### src/rtl/jtopl_pg_pkg.sv
`default_nettype none
// +----------------------------------------------------------------------+
// | Package  : jtopl_pg_pkg                                               |
// | Purpose  : Shared widths, MULT table and types for the phase          |
// |            accumulator stage of the phase generator.                  |
// | Revision : 1.0  initial release                                       |
// +----------------------------------------------------------------------+
package jtopl_pg_pkg;

  // Operator slots in the time-multiplexed ring (fixed by the chip)
  localparam int SLOTS   = 18;
  // Accumulator: 10 integer bits + 9 fraction bits
  localparam int PHW     = 19;
  localparam int PHINC_W = 17;
  localparam int PHOUT_W = 10;
  localparam int SLOT_W  = 5;
  localparam int MUL_W   = 4;

  // MULT factor per register value; entry 0 is unused because mul==0 halves
  localparam logic [MUL_W-1:0] MT [16] = '{
    4'd0,  4'd1,  4'd2,  4'd3,  4'd4,  4'd5,  4'd6,  4'd7,
    4'd8,  4'd9,  4'd10, 4'd10, 4'd12, 4'd12, 4'd15, 4'd15
  };

  typedef logic [PHW-1:0]     phase_t;
  typedef logic [PHINC_W-1:0] phinc_t;
  typedef logic [SLOT_W-1:0]  slot_t;

endpackage
`default_nettype wire

### src/rtl/jtopl_pg_mul.sv
`default_nettype none
// +----------------------------------------------------------------------+
// | Module   : jtopl_pg_mul                                               |
// | Purpose  : Scales the pure phase increment by the MULT factor.        |
// |            mul==0 halves the increment; otherwise the 21-bit product  |
// |            is truncated to the accumulator width.                     |
// | Revision : 1.0  initial release                                       |
// +----------------------------------------------------------------------+
module jtopl_pg_mul
  import jtopl_pg_pkg::*;
(
  input  logic [PHINC_W-1:0] phinc_pure,
  input  logic [MUL_W-1:0]   mul,
  output logic [PHW-1:0]     phinc_mul
);

  localparam int PROD_W = PHINC_W + MUL_W;

  logic [PROD_W-1:0] product;

  // Full-width product, then select halving or truncated product
  always_comb begin
    product   = PROD_W'(phinc_pure) * PROD_W'(MT[mul]);
    phinc_mul = product[PHW-1:0];
    if (mul == '0) begin
      phinc_mul = {{(PHW-PHINC_W+1){1'b0}}, phinc_pure[PHINC_W-1:1]};
    end
  end

endmodule
`default_nettype wire

### src/rtl/jtopl_pg_acc.sv
`default_nettype none
// +----------------------------------------------------------------------+
// | Module   : jtopl_pg_acc                                               |
// | Purpose  : Two-stage phase accumulator for 18 time-multiplexed        |
// |            operator slots. S1 scales the increment, S2 adds it to     |
// |            the slot's stored phase held in an 18-entry shift ring.    |
// | Options  : JTOPL_PG_FREEZE_EN adds pg_freeze, which holds every       |
// |            slot's phase while asserted.                               |
// | Revision : 1.0  initial release                                       |
// +----------------------------------------------------------------------+
module jtopl_pg_acc
  import jtopl_pg_pkg::*;
(
  input  logic               clk,
  input  logic               rst,
  input  logic               cen,
  input  logic               zero,
  input  logic [PHINC_W-1:0] phinc_pure,
  input  logic [MUL_W-1:0]   mul,
  input  logic               keyon_I,
`ifdef JTOPL_PG_FREEZE_EN
  input  logic               pg_freeze,
`endif
  output logic [PHOUT_W-1:0] phase_op,
  output logic [SLOT_W-1:0]  slot_o
);

  logic   freeze_in;
  slot_t  cnt;
  slot_t  cnt_eff;
  slot_t  cnt_next;
  phase_t phinc_calc;

  // S1 registers
  phase_t s1_phinc;
  logic   s1_keyon;
  logic   s1_freeze;
  slot_t  s1_slot;

  // Ring: ring[0] receives the S2 result, ring[SLOTS-1] feeds S2.
  // Writing into ring[0] while reading ring[SLOTS-1] closes a loop of
  // exactly SLOTS cen cycles.
  phase_t ring [SLOTS];
  phase_t stored;
  phase_t next_phase;

`ifdef JTOPL_PG_FREEZE_EN
  assign freeze_in = pg_freeze;
`else
  assign freeze_in = 1'b0;
`endif

  jtopl_pg_mul u_mul (
    .phinc_pure (phinc_pure),
    .mul        (mul),
    .phinc_mul  (phinc_calc)
  );

  // Input-side slot number: zero forces slot 0 and takes priority over wrap
  always_comb begin
    cnt_eff  = zero ? '0 : cnt;
    cnt_next = (cnt_eff == SLOT_W'(SLOTS-1)) ? '0 : cnt_eff + 1'b1;
  end

  // Slot counter advances once per cen cycle
  always_ff @(posedge clk) begin
    if (rst) begin
      cnt <= '0;
    end else if (cen) begin
      cnt <= cnt_next;
    end
  end

  // S1: capture scaled increment and per-slot controls alongside the slot index.
  // Freeze travels with the slot's inputs so it applies to the same slot.
  always_ff @(posedge clk) begin
    if (rst) begin
      s1_phinc  <= '0;
      s1_keyon  <= 1'b0;
      s1_freeze <= 1'b0;
      s1_slot   <= '0;
    end else if (cen) begin
      s1_phinc  <= phinc_calc;
      s1_keyon  <= keyon_I;
      s1_freeze <= freeze_in;
      s1_slot   <= cnt_eff;
    end
  end

  // S2 adder: freeze wins over key-on; overflow wraps without saturation
  always_comb begin
    stored     = ring[SLOTS-1];
    next_phase = stored + s1_phinc;
    if (s1_freeze) begin
      next_phase = stored;
    end else if (s1_keyon) begin
      next_phase = '0;
    end
  end

  // Phase ring rotates one place per cen cycle
  always_ff @(posedge clk) begin
    if (rst) begin
      for (int i = 0; i < SLOTS; i++) begin
        ring[i] <= '0;
      end
    end else if (cen) begin
      ring[0] <= next_phase;
      for (int i = 1; i < SLOTS; i++) begin
        ring[i] <= ring[i-1];
      end
    end
  end

  // S2 outputs: integer part of the new phase and its slot index
  always_ff @(posedge clk) begin
    if (rst) begin
      phase_op <= '0;
      slot_o   <= '0;
    end else if (cen) begin
      phase_op <= next_phase[PHW-1:PHW-PHOUT_W];
      slot_o   <= s1_slot;
    end
  end

endmodule
`default_nettype wire
### config.mk
export PLATFORM = sky130hd
export DESIGN_NAME = jtopl_pg_acc
export DESIGN_NICKNAME = d
export VERILOG_FILES = /design/src/rtl/jtopl_pg_pkg.sv /design/src/rtl/jtopl_pg_mul.sv /design/src/rtl/jtopl_pg_acc.sv
export SDC_FILE = /design/constraint.sdc
export NUM_CORES = 1
export LEC_CHECK = 0
export BUFFER_PORTS_ARGS = -buffer_cell sky130_fd_sc_hd__buf_2
export CAP_MARGIN = 15
export CORE_MARGIN = 2
export CORE_UTILIZATION = 25
export DETAILED_ROUTE_END_ITERATION = 10
export HOLD_SLACK_MARGIN = 0.05
export PLACE_DENSITY_LB_ADDON = 0.1
export SETUP_SLACK_MARGIN = 0.1
export SLEW_MARGIN = 10
export SYNTH_ARGS = -nofsm -noshare
export SYNTH_HDL_FRONTEND = slang
export SYNTH_SLANG_ARGS = --single-unit
### constraint.sdc
create_clock -name clk -period 7.9 [get_ports clk]
set_input_delay 0 -clock clk [delete_from_list [all_inputs] [get_ports clk]]
set_output_delay 0 -clock clk [all_outputs]
set_load 0.02 [all_outputs]
==> reports/metrics.cfg <==
[outcome]
outcome = finished clean

[logic_synthesis]
seq_area_frac_synth_pct = 64.60
synth-edff-count = 342
ys_ff_latch = 387
avgSynthCellArea_sq_um = 12.90
synth_area_leaders = edfxtp_1, and2_1, dfxtp_1, fa_1, ha_1
yosys_warnings = 0
synth_top_cell_by_area = edfxtp_1
synth-async-reset-ratio_pct = 0
yosysUniqueCellTypes = 53
synth_area_sq_um = 17290
syn_nets = 1438
netlist_instances = 1341
synth_top_cell_area_share_pct = 59.39
dominantRegCellSynth = edfxtp_1

[die]
core_sq_um = 68590
die-area_sq_um = 71290
initial_core_util_pct = 25.21
die_y_um = 267.0
chipWidth_um = 267.0
rows = 96
ioPinCount = 41

[pwr]
p_sw_w = 0.001251
clkPwrFrac_pct = 41.1
switching_share_pct = 24.87
combPwrFrac_pct = 10.9
peakVddDrop_mv = 0.1479
intPower_w = 0.003780
p_seq_share_pct = 48.0
p_per_area_nw_per_um2 = 248.2
p_leak_nw = 8.045

[clock_network]
cts_root_buf = clkbuf_16
cts_tree = yes
cts_max_level = 2
clockBufferDepth = 3
cts_made_buffers = 46
cts.clk_slew.worst_paths_ns = 0.06
post_cts_resized = 0
cts.sinks = 387
worstSkewPairLatency_ns = 0.58

[place]
pre_cts_slack_ns = 3.907
io_buffer_count = 40
place_congestion = 0.7872
dpl.hpwl_mm = 19.37

[drt]
routedWlPerCell_um = 14.55
finalWirelength_mm = 34.52
drtIter0Drc = 717
vias = 9795
drc = 0
first_pass_iters = 4
vias_per_cell = 4.129
ant_nets = 0

[setup_path]
setup.worst_path.class = input pin to flip-flop
crit_required_ns = 8.36
r2r_setup_slack_ns = 5.07
crit_path_end_kind = flip-flop
crit_fanout = 6
crit_path_start_kind = input pin
cp.arrival_ns = 4.07

[global_route]
gr-usage-met3_pct = 1.808
grt_max_degree = 173
grtUsageMet2_pct = 13.97
grt_overflow_total = 0
grt_util_met1_pct = 14.91
antenna_found_initial = 0
grt_busiest_layer = met1
grt_usage_pct = 9.919
grt_pass1_wl_mm = 56.43
first_global_vias = 9843

[timing]
fin_worst_skew_ns = 0.02347
min_period_over_period_pct = 45.65
finalHoldViolations = 0
setup_tns_ns = 0
period_needed_ns = 3.606
rsz0062_at_grt = no
finalSetupViolations = 0
relSlewSlack_pct = 29.51
setup_ws_ns = 4.294
tightest_slew_ns = 1.055
max_freq_mhz = 277.3
slew_viol_final = 0

[job]
max_cap_violations = 0

[layout]
antenna_cells = 0
most-common-layout-cells = and2_1, edfxtp_1, nand2_1
nNetsFinal = 1503
layout_commonest_cell = and2_1
drive_above_1_share_pct = 8.397
syn_to_final_growth_pct = 17.23

[min_path]
hp-class = input pin to flip-flop

[power groups by stage]
stage          Clock, W  Combinational (W)  Sequential [W]
2_1_floorplan         0           0.000388         0.00246
3_3_place_gp          0           0.000548         0.00246
3_5_place_dp          0           0.000544         0.00246
4_1_cts         0.00216           0.000561         0.00242
5_1_grt         0.00224           0.000630         0.00243
6_report        0.00207           0.000549         0.00241
[logic make-up after synthesis]
kind of cell	Yosys count	synth area share, %
AO/OA/AOI/OAI	145	5.513
flip-flops	387	64.60
buffers and inverters	126	2.735
XOR/XNOR	18	0.9116
multiplexers	13	0.7525
adder cells (fa/ha/maj)	71	6.483
AND/OR/NAND/NOR	581	19.01
[area by class of cell]
cell class | instances | area (sq um)
clock buffer | 64 | 1249
clock inverter | 19 | 200.2
fill | 6996 | 48310
inverter | 64 | 247.7
multi-input combinational | 828 | 5657
sequential | 387 | 11170
tap | 931 | 1165
timing repair buffer | 79 | 583.1
[Yosys cell counts, types with 3 or more instances]
cell / number
and2_1: 375
edfxtp_1: 342
o22ai_1: 3
clkbuf_1: 60
nand4_1: 8
or3_1: 3
or4_1: 5
inv_1: 64
a211o_1: 3
o21a_1: 8
dfxtp_1: 45
nor3_1: 7
o31ai_1: 4
xor2_1: 10
mux2i_1: 13
and3_1: 5
o211ai_1: 5
a211oi_1: 10
a311oi_1: 9
nand3_1: 20
fa_1: 31
xnor2_1: 8
a21o_1: 11
a31oi_1: 5
nor2_1: 54
o21ai_0: 36
nand2b_1: 7
nor2b_1: 7
a21oi_1: 35
ha_1: 40
nand2_1: 82
[through the flow]
| stage | hold WS, ns | utilization (%) | total power (W) | instances | cell area, sq um |
|---|---|---|---|---|---|
| floorplan | 0.1474 | - | 0.002852 | 1341 | 17290 |
| global placement | 0.2464 | 26.99 | 0.003005 | 2258 | 18510 |
| detailed placement | 0.2471 | 26.99 | 0.003000 | 2258 | 18510 |
| CTS | 0.05929 | 29.56 | 0.005137 | 2372 | 20270 |
| global route | 0.1085 | 29.56 | 0.005296 | 2372 | 20270 |
| finish | 0.08662 | 29.56 | 0.005031 | 2372 | 20270 |
[critical path: stages]
cell and delay [ns]:
dlygate4sd3_1 0.53, buf_2 0.15, and2_1 0.18, fa_1 0.54, inv_1 0.06, fa_1 0.53
inv_1 0.06, ha_1 0.36, a21o_1 0.21, a221oi_2 0.40, o211ai_2 0.17, a2111o_1 0.46
nand3_1 0.07, or3b_1 0.33
[worst paths after layout]
path,start,end,cells past startpoint
worst min-delay path,mul[0],s1_phinc[10]$_SDFFE_PP0P_,5
worst max-delay path,phinc_pure[3],s1_phinc[18]$_SDFFE_PP0P_,14
worst max register to register,ring[0][323]$_SDFFCE_PN0P_,ring[0][16]$_SDFFCE_PN0P_,9
worst min register to register,s1_slot[2]$_SDFFE_PP0P_,s1_slot[2]$_SDFFE_PP0P_,2
[what timing repair did]
action | CTS | global route
setup buffers | 0 | 0
hold endpoints to repair | 32 | 0
hold buffers | 31 | 0
[per-layer routing]
metal / vias up / part of all wire [%]
met1: 4828 / 52
met3: 63 / 3.6
met4: 0 / 2.6
li1: 4784 / -
met2: 120 / 42
met5: - / 0
[sequential cells by signal, indices dropped and copies added (netlist names)]
name and flops:
phase_op 10, slot_o 5, s1_slot 5, ring 342, cnt 5, s1_phinc 19, s1_keyon 1
No activity file was read; power rests on OpenSTA's default activity.
